File: src/rtl/uart_tx_param.sv
// Parametrised UART transmitter: configurable data width, parity and stop bits, internal baud divider.
// Define UART_TX_FIFO_EN to place a FIFO_DEPTH-entry input FIFO in front of the framer.
module uart_tx_param #(
    parameter int CLK_FREQ   = 50000000,
    parameter int BAUD       = 115200,
    parameter int DATA_BITS  = 8,
    parameter int PARITY     = 0,
    parameter int STOP_BITS  = 1,
    parameter int FIFO_DEPTH = 16
) (
    input  logic                          clk,
    input  logic                          rst,
    input  logic [DATA_BITS-1:0]          tx_data,
    input  logic                          tx_valid,
    output logic                          tx_ready,
    output logic                          tx_busy,
    output logic [$clog2(FIFO_DEPTH):0]   fifo_level,
    output logic                          TxD
);

    localparam int DIV   = (CLK_FREQ + BAUD / 2) / BAUD;
    localparam int CNT_W = $clog2(DIV) + 1;

    if (DATA_BITS < 5 || DATA_BITS > 9 || STOP_BITS < 1 || STOP_BITS > 2 ||
        PARITY < 0 || PARITY > 2 || DIV < 2) begin : g_bad_params
        $error("uart_tx_param: illegal DATA_BITS/STOP_BITS/PARITY or baud divider below 2");
    end

    typedef enum logic [2:0] {
        S_IDLE,
        S_START,
        S_DATA,
        S_PARITY,
        S_STOP
    } state_t;

    state_t               state;
    logic [CNT_W-1:0]     baud_cnt;
    logic [3:0]           bit_cnt;
    logic [DATA_BITS-1:0] shift;
    logic                 par_bit;
    logic                 txd_q;
    logic                 tick;
    logic                 word_avail;
    logic [DATA_BITS-1:0] word;
    logic                 load;

`ifdef UART_TX_FIFO_EN
    localparam int AW = $clog2(FIFO_DEPTH);

    logic [DATA_BITS-1:0] mem [FIFO_DEPTH];
    logic [AW:0]          wr_ptr;
    logic [AW:0]          rd_ptr;
    logic                 full;
    logic                 push;

    if (FIFO_DEPTH < 2 || (1 << AW) != FIFO_DEPTH) begin : g_bad_depth
        $error("uart_tx_param: FIFO_DEPTH must be a power of two >= 2");
    end

    // Pointers carry one extra MSB so equal low bits mean empty or full depending on it.
    assign full       = (wr_ptr[AW] != rd_ptr[AW]) && (wr_ptr[AW-1:0] == rd_ptr[AW-1:0]);
    assign tx_ready   = ~full & rst;
    assign push       = tx_valid & tx_ready;
    assign word_avail = (wr_ptr != rd_ptr);
    assign word       = mem[rd_ptr[AW-1:0]];
    assign fifo_level = wr_ptr - rd_ptr;

    always_ff @(posedge clk) begin
        if (!rst) begin
            wr_ptr <= '0;
            rd_ptr <= '0;
        end else begin
            if (push) begin
                mem[wr_ptr[AW-1:0]] <= tx_data;
                wr_ptr              <= wr_ptr + 1'b1;
            end
            if (load) begin
                rd_ptr <= rd_ptr + 1'b1;
            end
        end
    end
`else
    assign tx_ready   = (state == S_IDLE) & rst;
    assign word_avail = tx_valid & tx_ready;
    assign word       = tx_data;
    assign fifo_level = '0;
`endif

    assign load    = (state == S_IDLE) & word_avail;
    assign tick    = (state != S_IDLE) && (baud_cnt == CNT_W'(DIV - 1));
    assign tx_busy = (state != S_IDLE);
    assign TxD     = txd_q;

    // TxD is registered, so each transition loads the level of the bit that follows it.
    always_ff @(posedge clk) begin
        if (!rst) begin
            state    <= S_IDLE;
            baud_cnt <= '0;
            bit_cnt  <= '0;
            shift    <= '0;
            par_bit  <= 1'b0;
            txd_q    <= 1'b1;
        end else begin
            baud_cnt <= (state == S_IDLE || tick) ? '0 : baud_cnt + 1'b1;
            case (state)
                S_IDLE: begin
                    bit_cnt <= '0;
                    txd_q   <= 1'b1;
                    if (load) begin
                        shift   <= word;
                        par_bit <= (PARITY == 2) ? ^word : ~^word;
                        state   <= S_START;
                        txd_q   <= 1'b0;
                    end
                end
                S_START: begin
                    if (tick) begin
                        state <= S_DATA;
                        txd_q <= shift[0];
                    end
                end
                S_DATA: begin
                    if (tick) begin
                        shift   <= shift >> 1;
                        bit_cnt <= bit_cnt + 1'b1;
                        if (bit_cnt == 4'(DATA_BITS - 1)) begin
                            bit_cnt <= '0;
                            if (PARITY != 0) begin
                                state <= S_PARITY;
                                txd_q <= par_bit;
                            end else begin
                                state <= S_STOP;
                                txd_q <= 1'b1;
                            end
                        end else begin
                            txd_q <= shift[1];
                        end
                    end
                end
                S_PARITY: begin
                    if (tick) begin
                        state <= S_STOP;
                        txd_q <= 1'b1;
                    end
                end
                S_STOP: begin
                    txd_q <= 1'b1;
                    if (tick) begin
                        if (bit_cnt == 4'(STOP_BITS - 1)) begin
                            bit_cnt <= '0;
                            state   <= S_IDLE;
                        end else begin
                            bit_cnt <= bit_cnt + 1'b1;
                        end
                    end
                end
                default: begin
                    state <= S_IDLE;
                    txd_q <= 1'b1;
                end
            endcase
        end
    end

endmodule

File: config.mk
export PLATFORM = sky130hd
export DESIGN_NAME = uart_tx_param
export DESIGN_NICKNAME = d
export VERILOG_FILES = /design/src/rtl/uart_tx_param.sv
export SDC_FILE = /design/constraint.sdc
export NUM_CORES = 1
export LEC_CHECK = 0
export BUFFER_PORTS_ARGS = -buffer_cell sky130_fd_sc_hd__buf_2
export CELL_PAD_IN_SITES_DETAIL_PLACEMENT = 2
export CELL_PAD_IN_SITES_GLOBAL_PLACEMENT = 2
export CORE_UTILIZATION = 37
export CTS_BUF_LIST = sky130_fd_sc_hd__clkbuf_4
export DETAILED_ROUTE_END_ITERATION = 6
export GPL_ROUTABILITY_DRIVEN = 0
export PLACE_DENSITY_LB_ADDON = 0.1
export SKIP_LAST_GASP = 1
export SYNTH_ARGS = -nofsm -noshare
export SYNTH_HDL_FRONTEND = slang
export SYNTH_SLANG_ARGS = --single-unit
File: constraint.sdc
create_clock -name clk -period 2.3 [get_ports clk]
set_input_delay 0.23 -clock clk [delete_from_list [all_inputs] [get_ports clk]]
set_output_delay 0.23 -clock clk [all_outputs]
set_load 0.03 [all_outputs]
==> results.yml, run 1 <==
run_status:
  outcome: "finished clean"
cells_and_area:
  final_util: 0.419
  final_cell_mix: "dfxtp_1 (26), nor2_1 (16), nand2_1 (15), buf_2 (13), nand3_1 (9)"
  area_growth_pct: 7.33
  antennaDiodeCount: 0
  fin_nets: 181
  drive_above_1_share: 0.194
  final_common_cell: "dfxtp_1"
  final_area_um2: 1560
  multi_input_area_um2: 825
  fill_cells: 430
  register_area_um2: 520
timing:
  rsz0062_at_grt: "no"
  fin_crit_sh: 0.812
  drv_slew: 0
  fin_crit_ns: 1.87
  setup_tns_ns: 0
  finalHoldViolations: 0
  setup_violations: 0
  fin_skew_ns: 0.00674
  fmax_ghz: 0.535
floorplan:
  die_area_um2: 4170
  rows: 22
  die_h_um: 64.6
  die_x_um: 64.6
  initial_core_util: 0.390
  core-area_um2: 3720
  ios: 19
worst_setup_path:
  worstSetupPathDepth: 3
  r2r_slack_ns: 0.46
  cp_cell_sequence: "nor3_1, inv_1, buf_2"
  r2r_end: "shift[3]$_SDFFE_PN0P_"
  critPathSlowestCell: "dfxtp_1"
  crit_type: "reg -> out"
  cp-start-kind: "flip-flop"
  end_kind: "primary output"
  cp_max_fo: 12
  required_ns: 2.07
  cp_top_family: "flip-flops"
  worst_r2r_path_depth: 6
  worstPathArrival_ns: 1.64
  crit_buf_inv: 2
  slowest_delay_ns: 0.47
  r2r_start: "baud_cnt[0]$_SDFF_PP0_"
yosys:
  ys_seq_area_frac: 0.359
  ys_seq_elements: 26
  ys_types: 47
  synthCells: 154
  synth_edf_count: 0
  avgSynthCellArea_um2: 9.42
  synth_flop_cell: "dfxtp_1"
  synth_warnings: 0
  synth_area_leaders: "dfxtp_1 (36%), o211a_1 (5.5%), mux2i_1 (4.8%)"
  synth_area_um2: 1450
  async_reset_ff_frac: 0
  netlist.area_leader.share: 0.359
  synth_area_leader_cell: "dfxtp_1"
drt:
  firstDrtPassIters: 3
  antenna_left: 0
  num_vias: 1127
  detail_route.vias_per_cell: 5.29
  drc_errors: 0
  wire_per_inst_um: 15.6
  drt_iter0_drc: 26
  wirelength_um: 3330
power_and_ir_drop:
  total_leakage_power_uw: 0.000665
  power.density_nw_per_um2: 579
  p_total_uw: 901
  vdd_ir_drop_max_mv: 0.327
min_path:
  hp-class: "in -> reg"
  min_path_cells: 3
  holdPathEnd: "shift[7]$_SDFFE_PN0P_"
  min_from: "tx_data[7]"
placed_design:
  place_area_um2: 1500
  numPortBuffers: 13
  place_hpwl_um: 2570
clock_network:
  cts_setup_buffers: 0
  clk_latency_ns: 0.33
  numCtsBuffers: 3
  cts_tree: "done"
  cts.path.max_buffers: 2
  clock_sinks: 26
  cts_root_buf: "clkbuf_4"
  cts_max_level: 1
  path_clk_slew_ns: 0.15
  cts_hold_buf: 0
  cts_resized: 0
global_route:
  grt_pass1_vias: 1200
  grt_max_degree: 18
  grt_overflow_total: 0
  antenna_found_initial: 0
  grt_pass1_wl_um: 5850
  gr-usage-all-layers: 0.182
run:
  cap_viol_max_count: 0
## flip-flops by register name (all words and copies together) (netlist names)
name and count:
state 3, shift 8, TxD 1, bit_cnt 4, baud_cnt 10
## worst reg2reg max path: stages (launching register included)
cell,delay [ns]
dfxtp_1,0.41
ha_1,0.18
nor4b_4,0.29
nand4_1,0.20
a21boi_4,0.42
nand2_1,0.11
o211a_1,0.15
## synth_stat cells (2+ instances only)
library cell,instances
o21ai_0,4
mux2i_1,7
dfxtp_1,26
ha_1,4
nand2b_1,2
nand3_1,9
xnor2_1,4
a21boi_0,4
inv_1,5
nand3b_1,3
nand2_1,15
clkbuf_8,3
xor2_1,5
a31oi_1,2
nor2_1,16
o211a_1,8
buf_4,6
a21oi_1,2
## stage by stage
| stage | cells | hold WS (ns) | worst slack (ns) |
|---|---|---|---|
| floorplan | 158 | 0.369 | 0.645 |
| global placement | 209 | 0.441 | 0.528 |
| detailed placement | 209 | 0.458 | 0.456 |
| CTS | 213 | 0.140 | 0.424 |
| global route | 213 | 0.163 | 0.276 |
| finish | 213 | 0.146 | 0.431 |
## worst max-delay path by stage
| stage | start | end |
|---|---|---|
| global placement | bit_cnt[0]$_SDFFE_PN0P_ | bit_cnt[3]$_SDFFE_PN0P_ |
| floorplan | bit_cnt[0]$_SDFFE_PN0P_ | bit_cnt[3]$_SDFFE_PN0P_ |
| global route | state[1]$_SDFFE_PN0P_ | tx_busy |
| detailed placement | baud_cnt[0]$_SDFF_PP0_ | shift[3]$_SDFFE_PN0P_ |
| finish | state[1]$_SDFFE_PN0P_ | tx_busy |
| CTS | state[1]$_SDFFE_PN0P_ | tx_busy |
## routing by layer
metal,up-vias,routed length (µm),track usage
met5,-,0,0
met4,0,19,0.0333
met2,14,1700,0.326
li1,551,-,-
met1,558,1510,0.221
met3,4,99,0.0405
## report_power, final
part / internal (µW) / total [µW] / leakage [µW] / switching [µW]
clock: 176 / 321 / 0.0000279 / 145
sequential: 466 / 479 / 0.000211 / 13.6
combinational: 36.4 / 100 / 0.000426 / 63.7
## cell type report
class	count	area share
multi-input combinational	115	0.530
sequential	26	0.334
timing repair buffer	15	0.0514
tap	48	0.0386
clock inverter	1	0.0193
clock buffer	3	0.0145
inverter	5	0.0121
## cell families after synthesis
kind of cell,Yosys count,synth area share
compound gates,30,0.191
fa+ha+maj,4,0.0345
buf+inv,17,0.0863
xor+xnor,9,0.0544
other cells,1,0.00259
simple gates,60,0.224
flops,26,0.359
mux,7,0.0483
Note: power is estimated with default switching activity, not from simulation.
==> run 2: changes to the inputs <==
Settings changed: CORE_UTILIZATION 37 to 33.
Clock period 2.3 ns to 1.5 ns, I/O delays scaled along.
==> run 2 against run 1 <==
  * The flow now finishes with violations (negative setup slack)
  * Die area increased by 12%
  * Power is 63% higher
  * Sequential power is 52% higher
  * Via count rose by 15%
  * Clock-buffer cell count stayed put
  * Critical path depth increased by 3
  * Cell area is 24% higher
  * Final cell count up 18%
  * Combinational power up 130%
  * Clock power rose by 60%
  * Critical path type is now reg -> reg
  * Critical endpoint is now bit_cnt[3]$_SDFFE_PN0P_
  * Largest power group unchanged
==> results.yml, run 2 (synthesis results as in run 1) <==
min_path:
  min_from: "tx_data[7]"
  min_path_cells: 3
  holdPathEnd: "shift[7]$_SDFFE_PN0P_"
  hp-class: "in -> reg"
clock_network:
  numCtsBuffers: 3
  cts_max_level: 1
  cts.path.max_buffers: 2
  cts_tree: "done"
  clk_latency_ns: 0.34
  cts_hold_buf: 0
  cts_root_buf: "clkbuf_4"
  path_clk_slew_ns: 0.16
  clock_sinks: 26
cells_and_area:
  antennaDiodeCount: 0
  regMostFlops: "baud_cnt"
  area_growth_pct: 33.5
  final_cell_mix: "buf_4 (36), dfxtp_1 (20), nor2_1 (14), nand2_1 (13), buf_2 (12)"
  drive_above_1_share: 0.441
  final_common_cell: "buf_4"
  fin_nets: 218
  largest_reg_flops: 10
  largest_registers: "baud_cnt: 10 flops, shift: 8 flops, bit_cnt: 4 flops"
  final_area_um2: 1940
placed_design:
  place_area_um2: 1730
  dpl_worst_slack_ns: -0.156
  place_hpwl_um: 3110
  numPortBuffers: 13
worst_setup_path:
  cp-start-kind: "flip-flop"
  r2r_end: "bit_cnt[3]$_SDFFE_PN0P_"
  worstPathArrival_ns: 2.00
  startpoint: "baud_cnt[1]$_SDFF_PP0_"
  r2r_start: "baud_cnt[1]$_SDFF_PP0_"
  cp_max_fo: 4
  slowest_delay_ns: 0.45
  cp_cell_sequence: "inv_2, ha_4, nor4b_4, o2111ai_2, a2111oi_2, o21a_1"
  required_ns: 1.80
  worst_r2r_path_depth: 6
  crit_type: "reg -> reg"
  r2r_slack_ns: -0.20
  end_kind: "flip-flop"
  critPathSlowestCell: "a2111oi_2"
power_and_ir_drop:
  p_total_uw: 1470
  vdd_ir_drop_max_mv: 0.338
  total_leakage_power_uw: 0.000868
  power.density_nw_per_um2: 759
drt:
  wire_per_inst_um: 17.2
  antenna_left: 0
  num_vias: 1294
  firstDrtPassIters: 4
  drc_errors: 0
  detail_route.vias_per_cell: 5.13
  drt_iter0_drc: 35
  wirelength_um: 4340
timing:
  setup_violations: 28
  fmax_ghz: 0.588
  drv_slew: 0
  fin_crit_sh: 1.13
  fin_skew_ns: 0.00454
  rsz0062_at_grt: "yes"
  fin_ws_ns: -0.199
  fin_crit_ns: 1.70
  setup_tns_ns: -2.08
  finalHoldViolations: 0
global_route:
  grt_pass1_wl_um: 6620
  grt_use_met3: 0.0250
  grt_pass1_vias: 1388
  use_met1: 0.218
  grt_max_degree: 18
  antenna_found_initial: 0
  grt_use_met2: 0.371
  top_usage_layer: "met2"
  gr-usage-all-layers: 0.198
  grt_overflow_total: 0
floorplan:
  die_area_um2: 4660
  die_h_um: 68.3
  initial_core_util: 0.352
  core-area_um2: 4120
  ios: 19
  rows: 23
  die_x_um: 68.3
run_status:
  violations: "negative setup slack"
  outcome: "complete, but fails checks"
run:
  cap_viol_max_count: 0
==> run 2: what timing repair did <==
action                                  CTS  global route
resized for setup                        20            13
pin swaps                                10             4
buffers inserted                          6             3
endpoints found under the setup margin   26            28
==> run 2: per-layer routing <==
metal,share of wire,routed length (µm)
met5,0,0
met3,0.014,59
met2,0.52,2270
met4,0.024,105
met1,0.44,1910
==> run 2: worst max-delay path by stage <==
stage,endpoint,cells after the start
floorplan,bit_cnt[3]$_SDFFE_PN0P_,7
global placement,bit_cnt[3]$_SDFFE_PN0P_,7
detailed placement,bit_cnt[3]$_SDFFE_PN0P_,7
global route,bit_cnt[3]$_SDFFE_PN0P_,6
finish,bit_cnt[3]$_SDFFE_PN0P_,6
CTS,bit_cnt[3]$_SDFFE_PN0P_,7
==> run 2: layout make-up <==
class	count	area [µm²]
Clock buffer	3	22.5
Timing Repair Buffer	52	384
Clock inverter	1	30.0
Inverter	5	18.8
Multi-Input combinational cell	115	885
Sequential cell	26	533
Fill cell	452	2180
Tap cell	50	62.6
==> run 2: where the power goes <==
part,switching [µW],leakage [µW],internal [µW]
combinational,123,0.000626,106
clock,241,0.0000279,271
sequential,15.3,0.000215,713
==> run 2: per-stage QoR <==
stage          hold WS, ns  cells   util
2_1_floorplan        0.289    158      -
3_3_place_gp         0.383    239  0.420
4_1_cts             0.0334    249  0.458
5_1_grt             0.0432    252  0.470
3_5_place_dp         0.400    239  0.420
6_report            0.0323    252  0.470
==> run 2: critical path: cells and delay by family, from the launching register on <==
kind | cells | cell delay, ns
AOI/OAI and AO/OA | 3 | 0.84
adders and majority gates | 1 | 0.11
buffers and inverters | 1 | 0.06
DFF | 1 | 0.36
and+or+nand+nor | 1 | 0.29
==> run 3: changes to the inputs <==
Settings changed: REMOVE_ABC_BUFFERS from default to 1.
==> run 3 against run 2 <==
  * The flow still finishes with violations (negative setup slack)
  * Critical path type unchanged
  * Die area stayed put
  * Sequential cell count stayed put
  * Critical path depth is 1 higher
  * Clock-buffer cell count stayed put
  * Non-clock buffer count is 7 lower
  * Worst hold slack better by 0.040 ns
  * Global-route usage is 1.0 points lower
  * Combinational power is 3% lower
==> results.yml, run 3 (synthesis results as in run 1) <==
clock_network:
  cts.path.max_buffers: 2
  cts_root_buf: "clkbuf_4"
  clk_latency_ns: 0.32
  cts_max_level: 1
  path_clk_slew_ns: 0.15
  numCtsBuffers: 3
  cts_tree: "done"
  clock_sinks: 26
drt:
  firstDrtPassIters: 4
  antenna_left: 0
  wirelength_um: 4230
  detail_route.vias_per_cell: 5.13
  drc_errors: 0
  num_vias: 1252
  wire_per_inst_um: 17.3
  drt_iter0_drc: 33
floorplan:
  ios: 19
  core-area_um2: 4120
  die_x_um: 68.3
  rows: 23
  die_area_um2: 4660
  die_h_um: 68.3
  initial_core_util: 0.352
global_route:
  grt_pass1_vias: 1309
  grt_overflow_total: 0
  antenna_found_initial: 0
  grt_pass1_wl_um: 6380
  gr-usage-all-layers: 0.187
  top_usage_layer: "met2"
  use_met1: 0.235
  grt_max_degree: 18
  grt_use_met3: 0.0267
  grt_use_met2: 0.327
cells_and_area:
  largest_reg_flops: 10
  final_util: 0.469
  fill_cells: 458
  area_growth_pct: 33.1
  antennaDiodeCount: 0
  final_common_cell: "buf_4"
  final_cell_mix: "buf_4 (30), dfxtp_1 (20), nor2_1 (13), buf_2 (12), o211a_1 (8)"
  regMostFlops: "baud_cnt"
  fin_nets: 211
  drive_above_1_share: 0.469
  largest_registers: "baud_cnt: 10 flops, shift: 8 flops, bit_cnt: 4 flops"
worst_setup_path:
  crit_type: "reg -> reg"
  end_kind: "flip-flop"
  required_ns: 1.73
  cp_max_fo: 5
  worstPathArrival_ns: 1.92
  cp-start-kind: "flip-flop"
run_status:
  violations: "negative setup slack"
  outcome: "complete, but fails checks"
power_and_ir_drop:
  power.density_nw_per_um2: 652
  p_total_uw: 1260
  total_leakage_power_uw: 0.000842
  vdd_ir_drop_max_mv: 0.301
min_path:
  hp-class: "in -> reg"
timing:
  whs_ns: 0.0724
  rsz0062_at_grt: "yes"
  fin_crit_sh: 1.13
  finalHoldViolations: 0
  fin_crit_ns: 1.69
  drv_slew: 0
  fin_skew_ns: 0.0103
  fmax_ghz: 0.591
  setup_violations: 16
  fin_ws_ns: -0.193
placed_design:
  numPortBuffers: 13
  place_hpwl_um: 3030
  dpl_worst_slack_ns: -0.233
run:
  cap_viol_max_count: 0
## run 3: cell types whose count changed in the layout (fill, tap and decap cells not counted), moves of 3 or more
cell | before | now
buf_4 | 36 | 30
nand2_1 | 13 | 7
nand2_2 | 2 | 5
nand2_4 | 0 | 3
## run 3: final cells by class
class,instances,area (µm²),area share
well taps,50,62.6,0.0324
multi-input cells,115,975,0.505
flip-flops and latches,26,528,0.273
repair buffers,45,324,0.168
clock buffers,3,22.5,0.0117
inverters,5,18.8,0.00972
## run 3: critical path, cell delays in order, from the launching register on
cell,delay (ns)
dfxtp_2,0.35
inv_2,0.06
ha_4,0.12
or3b_4,0.39
a32oi_4,0.24
o31ai_1,0.13
a32oi_1,0.23
nor2b_1,0.09
## run 3: power breakdown
part / switching (µW) / leakage [µW] / internal, µW / total [µW]
Combinational: 128 / 0.000614 / 95.2 / 223
Clock: 209 / 0.0000138 / 94.2 / 303
Sequential: 18.0 / 0.000214 / 715 / 733
## run 3: path summary, 6_finish.rpt
kind	startpoint	end	slack, ns	cells after the start
max	bit_cnt[0]$_SDFFE_PN0P_	state[2]$_SDFFE_PN0P_	-0.19	7
min	tx_data[7]	shift[7]$_SDFFE_PN0P_	0.07	3
max reg2reg	bit_cnt[0]$_SDFFE_PN0P_	state[2]$_SDFFE_PN0P_	-0.19	7
min reg2reg	shift[7]$_SDFFE_PN0P_	shift[7]$_SDFFE_PN0P_	0.47	2
## run 3: routing by layer
layer,vias to the layer above,part of all wire
met5,-,0
met4,0,0.014
met3,7,0.018
met2,19,0.52
met1,614,0.45
li1,612,-
## run 3: repair_timing
action | in CTS | in global routing
pin swaps | 7 | 15
endpoints found under the setup margin | 24 | 28
hold buffers | 0 | 0
gates resized for setup | 25 | 23
gates cloned | 1 | 0
buffers inserted | 1 | 3
## run 3: through the flow
stage | TNS (ns) | std cells | area, µm²
global placement | -0.918 | 237 | 1710
floorplan | -7.51 | 146 | 1360
global route | -3.40 | 244 | 1930
CTS | -2.14 | 242 | 1840
detailed placement | -1.90 | 237 | 1710
finish | -2.09 | 244 | 1930
